File: config.mk
export PLATFORM = sky130hd
export DESIGN_NAME = reg_bank_arb
export DESIGN_NICKNAME = d
export VERILOG_FILES = /design/src/rtl/reg_bank_pkg.sv /design/src/rtl/reg_rw.sv /design/src/rtl/reg_bank_arb.sv
export SDC_FILE = /design/constraint.sdc
export NUM_CORES = 1
export LEC_CHECK = 0
export ABC_CLOCK_PERIOD_IN_PS = 1600
export BUFFER_PORTS_ARGS = -buffer_cell sky130_fd_sc_hd__buf_2
export CORE_MARGIN = 8
export CORE_UTILIZATION = 48
export DETAILED_ROUTE_END_ITERATION = 10
export GPL_ROUTABILITY_DRIVEN = 0
export PLACE_DENSITY = 0.76
export SLEW_MARGIN = 30
export SYNTH_ARGS = -nofsm -noshare
export SYNTH_HDL_FRONTEND = slang
export SYNTH_SLANG_ARGS = --single-unit
File: constraint.sdc
create_clock -name clk -period 1.6 [get_ports clk]
set_input_delay 0.08 -clock clk [delete_from_list [all_inputs] [get_ports clk]]
set_output_delay 0.08 -clock clk [all_outputs]
set_load 0.05 [all_outputs]
File: src/rtl/reg_bank_pkg.sv
// rtl/reg_bank_pkg.sv - shared types and helpers for the arbitrated register bank
package reg_bank_pkg;

    typedef enum logic {
        IDLE = 1'b0,
        ACC  = 1'b1
    } state_t;

    localparam int REQ_N = 2;

    function automatic int clog2(input int value);
        int r;
        int v;
        r = 0;
        v = value - 1;
        while (v > 0) begin
            r = r + 1;
            v = v >> 1;
        end
        return r;
    endfunction

endpackage

File: src/rtl/reg_rw.sv
// rtl/reg_rw.sv - single config register with write enable and reset value
module reg_rw #(
    parameter int                 BITS_W    = 32,
    parameter logic [BITS_W-1:0]  DEFAULT_V = '0
) (
    input  logic              clk,
    input  logic              rst_n,
    input  logic              w_en,
    input  logic [BITS_W-1:0] w_dat,
    output logic [BITS_W-1:0] q
);

    always_ff @(posedge clk or negedge rst_n) begin
        if (!rst_n) begin
            q <= DEFAULT_V;
        end else if (w_en) begin
            q <= w_dat;
        end
    end

endmodule

File: src/rtl/reg_bank_arb.sv
// rtl/reg_bank_arb.sv - two-requester round-robin arbitrated register bank
module reg_bank_arb
    import reg_bank_pkg::*;
#(
    parameter int                 BITS_W    = 32,
    parameter int                 REG_NUM   = 8,
    parameter int                 ADDR_W    = 3,
    parameter logic [BITS_W-1:0]  DEFAULT_V = '0
) (
    input  logic                      clk,
    input  logic                      rst_n,
    input  logic                      req0,
    input  logic                      req1,
    input  logic                      wr0,
    input  logic                      wr1,
    input  logic [ADDR_W-1:0]         addr0,
    input  logic [ADDR_W-1:0]         addr1,
    input  logic [BITS_W-1:0]         wdat0,
    input  logic [BITS_W-1:0]         wdat1,
    output logic                      gnt0,
    output logic                      gnt1,
    output logic                      rvld0,
    output logic                      rvld1,
    output logic [BITS_W-1:0]         rdat0,
    output logic [BITS_W-1:0]         rdat1,
    output logic [REG_NUM*BITS_W-1:0] dout_all
);

    if (clog2(REG_NUM) > ADDR_W || REG_NUM < 2 || REG_NUM > 256) begin : g_bad_cfg
        $error("reg_bank_arb: REG_NUM out of range or ADDR_W too narrow");
    end

    state_t              state;
    logic                last_gnt;
    logic                lat_port;
    logic                lat_wr;
    logic [ADDR_W-1:0]   lat_addr;
    logic [BITS_W-1:0]   lat_wdat;
    logic [REQ_N-1:0]    req_v;
    logic                win;
    logic                in_range;
    logic [BITS_W-1:0]   rd_val;
    logic [BITS_W-1:0]   regs [REG_NUM];

    assign req_v = {req1, req0};

    // last_gnt holds the most recently granted port; on contention the other one wins
    assign win      = req_v[1] & (~req_v[0] | ~last_gnt);
    assign in_range = int'(lat_addr) < REG_NUM;

    always_comb begin
        rd_val = '0;
        for (int i = 0; i < REG_NUM; i++) begin
            if (lat_addr == ADDR_W'(i)) begin
                rd_val = regs[i];
            end
        end
    end

    always_ff @(posedge clk or negedge rst_n) begin
        if (!rst_n) begin
            state    <= IDLE;
            last_gnt <= 1'b0;
            lat_port <= 1'b0;
            lat_wr   <= 1'b0;
            lat_addr <= '0;
            lat_wdat <= '0;
            gnt0     <= 1'b0;
            gnt1     <= 1'b0;
            rvld0    <= 1'b0;
            rvld1    <= 1'b0;
            rdat0    <= '0;
            rdat1    <= '0;
        end else begin
            rvld0 <= 1'b0;
            rvld1 <= 1'b0;
            case (state)
                IDLE: begin
                    if (|req_v) begin
                        lat_port <= win;
                        lat_wr   <= win ? wr1   : wr0;
                        lat_addr <= win ? addr1 : addr0;
                        lat_wdat <= win ? wdat1 : wdat0;
                        gnt0     <= ~win;
                        gnt1     <= win;
                        state    <= ACC;
                    end
                end
                ACC: begin
                    gnt0     <= 1'b0;
                    gnt1     <= 1'b0;
                    last_gnt <= lat_port;
                    // read data is sampled before this cycle's write lands
                    if (!lat_wr) begin
                        if (lat_port) begin
                            rvld1 <= 1'b1;
                            rdat1 <= in_range ? rd_val : '0;
                        end else begin
                            rvld0 <= 1'b1;
                            rdat0 <= in_range ? rd_val : '0;
                        end
                    end
                    state <= IDLE;
                end
                default: state <= IDLE;
            endcase
        end
    end

    for (genvar i = 0; i < REG_NUM; i++) begin : g_reg
        logic w_en;

        assign w_en = (state == ACC) & lat_wr & (lat_addr == ADDR_W'(i)) & in_range;

        reg_rw #(
            .BITS_W    (BITS_W),
            .DEFAULT_V (DEFAULT_V)
        ) u_reg (
            .clk   (clk),
            .rst_n (rst_n),
            .w_en  (w_en),
            .w_dat (lat_wdat),
            .q     (regs[i])
        );

        assign dout_all[i*BITS_W +: BITS_W] = regs[i];
    end

endmodule

==> flow_metrics.py <==
metrics = {
    "global_routing": {
        "use_met1_pct": 37.73,
        "grt_pass1_wl_um": 89030,
        "grt_overflow_total": 0,
        "grt_pass1_vias": 13973,
        "top_usage_layer": "met2",
        "grt_usage_pct": 29.89,
        "grt_max_degree": 51,
        "antenna_found_initial": 1,
        "met2_usage_pct": 48.61,
        "grt_use_met3_pct": 6.621,
    },
    "sta": {
        "fmax_mhz": 523.4,
        "rsz0062_at_grt": "yes",
        "slew_violations": 0,
        "hold_violations": 0,
        "worst_pin_slew_ns": 0.5198,
        "fin_ws_ns": -0.3105,
        "period_needed_ns": 1.910,
        "setup_viol": 357,
        "fin_tns_setup_ns": -64.23,
        "clock-skew-final_ns": 0.01529,
        "hold_slack_ns": 0.07482,
        "finalCritPeriodShare_pct": 119.4,
        "relSlewSlack_pct": 65.35,
    },
    "clock_tree": {
        "clock-sinks": 363,
        "cts_made_buffers": 40,
        "clockRootBuffer": "clkbuf_16",
        "h-tree-depth": 2,
        "cts_tree": "built",
        "clockBufferDepth": 3,
        "worstSkewPairLatency_ns": 0.53,
        "clk_pin_slew_ns": 0.06,
    },
    "flow_run": {
        "max_cap_violations": 0,
    },
    "outcome": {
        "status": "finished with violations",
        "violations": "negative setup slack",
    },
    "detailed_routing": {
        "drt_first_pass_iters": 5,
        "wl_um": 64020,
        "drtIter0Drc": 1118,
        "drt-vias-per-instance": 6.112,
        "drc_errors": 0,
        "routed-via-count": 13588,
        "wl_per_cell_um": 28.80,
        "ant_nets": 0,
    },
    "floorplan": {
        "dieHeight_um": 198.0,
        "die-area_um2": 39200,
        "die_w_um": 198.0,
        "io_pins": 400,
        "rows": 66,
        "start_util_pct": 48.74,
        "core_um2": 32620,
    },
    "setup_path": {
        "r2r_end": "lat_wdat[29]",
        "cp_common_cell": "buf_12",
        "crit_path_end_kind": "flop",
        "crit_chain": "buf_4 > buf_6 > buf_6 > buf_12 > buf_12 > a211oi_4 > buf_12 > clkbuf_16 > a22o_1 > a21o_1",
        "crit_buf_inv": 7,
        "crit_family": "buffers and inverters",
        "worstSetupPathType": "reg2reg",
        "r2r_slack_ns": -0.31,
        "r2r.worst_path.cells": 10,
        "cp_data_required_time_ns": 2.07,
        "worstPathMaxFanout": 6,
        "slowest_stage": "dfrtp_1",
        "arrival_ns": 2.38,
        "slowest_delay_ns": 0.40,
        "critPathLaunchType": "flop",
        "rr_startpoint": "state",
    },
    "placement": {
        "port_buffers": 399,
        "place_hpwl_um": 37990,
    },
    "layout": {
        "drive_above_1_share_pct": 55.39,
        "nets": 1825,
        "finish.utilization_pct": 72.46,
        "seq_area_um2": 9092,
        "multiInputGateArea_um2": 7211,
        "syn_to_final_growth_pct": 48.66,
        "fill_cells": 2019,
    },
    "synthesis": {
        "synthCells": 1160,
        "synth_cell_types": 39,
        "ys_async_sr_fraction_pct": 100.0,
        "netlist_area_um2": 15900,
        "synth-edff-count": 0,
        "seq_area_frac_synth_pct": 57.13,
        "syn_nets": 1236,
        "synth-seq-cells": 363,
        "yosysWarnings": 0,
        "synth_ff_type": "dfrtp_1",
        "avgSynthCellArea_um2": 13.71,
    },
    "power": {
        "p_leak_nw": 11.71,
        "p_per_area_nw_per_um2": 2288,
        "ir_drop_uv": 1702,
    },
    "hold_path": {
        "hold_class": "in2async",
    },
}
==> report_power, final <==
group	internal, mW	switching [mW]	total, mW
sequential	12.8	3.99	16.8
clock	5.50	3.78	9.28
combinational	8.97	19.0	28.0
==> worst max-delay path by stage <==
stage,cells past startpoint,endpoint,slack [ns],startpoint
global route,10,lat_wdat[29],-0.35,state
finish,10,lat_wdat[29],-0.31,state
detailed placement,5,rdat0[19],-0.31,lat_addr[2]
floorplan,5,g_reg[0].u_reg.q[10],-0.08,lat_addr[1]
global placement,5,rdat1[30],-0.25,lat_addr[0]
CTS,4,g_reg[0].u_reg.q[19],-0.26,lat_addr[1]
==> synth_stat cells (2+ instances only) <==
| library cell | instances | area [µm²] |
|---|---|---|
| dfrtp_1 | 363 | 9084 |
| nor2_1 | 33 | 123.9 |
| nand2_1 | 15 | 56.30 |
| buf_4 | 5 | 37.54 |
| o211ai_1 | 2 | 15.01 |
| a21o_1 | 37 | 277.8 |
| nor3_2 | 2 | 20.02 |
| mux2_1 | 13 | 146.4 |
| a21boi_0 | 2 | 15.01 |
| o21ai_0 | 88 | 440.4 |
| a22oi_1 | 54 | 405.4 |
| a21oi_1 | 2 | 10.01 |
| nand2b_1 | 2 | 12.51 |
| mux2_4 | 30 | 450.4 |
| mux2i_1 | 58 | 580.6 |
| clkbuf_1 | 38 | 142.6 |
| a22o_1 | 63 | 551.8 |
| mux2_2 | 214 | 2410 |
| o21bai_1 | 2 | 15.01 |
| inv_1 | 4 | 15.01 |
| buf_6 | 3 | 33.78 |
| nand3_1 | 4 | 20.02 |
| nand3b_1 | 31 | 232.7 |
| o311ai_0 | 2 | 17.52 |
| a221oi_1 | 27 | 236.5 |
| mux4_2 | 9 | 202.7 |
| o21ai_1 | 2 | 10.01 |
| buf_2 | 43 | 215.2 |
| nor2b_1 | 2 | 12.51 |
==> metal layers <==
metal | wire length, µm | vias up
met3 | 6030 | 215
met5 | 0 | -
met2 | 30290 | 869
met4 | 3146 | 0
met1 | 24540 | 6961
li1 | - | 5543
==> per-stage QoR <==
step	instances	power, mW	cell area (µm²)	worst slack, ns
after detailed placement	1996	41.94	19380	-0.3137
after global routing	2223	55.77	23640	-0.3527
after CTS	2198	52.48	22620	-0.2577
after global placement	1996	41.36	19380	-0.2524
after floorplan	1160	34.01	16070	-0.08337
final	2223	54.08	23640	-0.3105
==> placed cells by master (no fill, tap or decap), types with 3 or more instances in the layout <==
cell type      instances
dfrtp_1              360
buf_8                  6
buf_6                 29
buf_2                398
clkbuf_16             56
bufbuf_16              5
o21ai_1               66
buf_4                 36
mux2_2               144
nor2_1                28
mux2_1                 3
nor2b_4                4
mux4_2                 9
mux2i_1               52
nand2_1               14
mux2i_2                3
nand3b_1              31
clkbuf_8              10
o21ai_2                4
a22o_1                63
mux2_4               110
buf_12                62
mux2i_4                3
inv_2                  3
clkinv_2               9
clkbuf_1               7
a22oi_1               26
a21o_1                37
dlygate4sd3_1         75
nor2_4                 7
a22oi_2               28
o21ai_0               20
buf_16                 8
a221oi_2              27
==> layout make-up <==
cell class / count / share of cell area (%)
clock inverters: 15 / 0.5876
multi-input cells: 705 / 30.51
diodes: 1 / 0.01059
well taps: 442 / 2.340
inverters: 5 / 0.07941
clock buffers: 58 / 5.034
flip-flops and latches: 363 / 38.47
repair buffers: 634 / 22.97
==> cell families (layout without fill, tap and decap cells) <==
group	count (synthesis)	after routing	synth area share (%)
compound gates	283	283	12.68
buf+inv	94	712	2.817
flops	363	363	57.13
mux	324	324	23.84
other cells	0	1	0
simple gates	96	98	3.533
==> what timing repair did <==
action | 4_1_cts | 5_1_grt
endpoints found under the hold margin | 401 | 0
resized for setup | 129 | 162
gates cloned | 17 | 17
pin swaps | 26 | 31
hold buffers | 76 | 0
setup endpoints to repair | 307 | 358
buffers inserted | 36 | 13
==> state kept, by name, indices dropped and copies added, names as in the netlist <==
| name | cells |
|---|---|
| last_gnt | 1 |
| gnt1 | 1 |
| lat_port | 1 |
| rdat0 | 32 |
| lat_addr | 3 |
| g.u_reg.q | 256 |
| gnt0 | 1 |
| lat_wr | 1 |
| rdat1 | 32 |
| rvld0 | 1 |
| lat_wdat | 32 |
| state | 1 |
| rvld1 | 1 |
No activity file was read; power rests on OpenSTA's default activity.
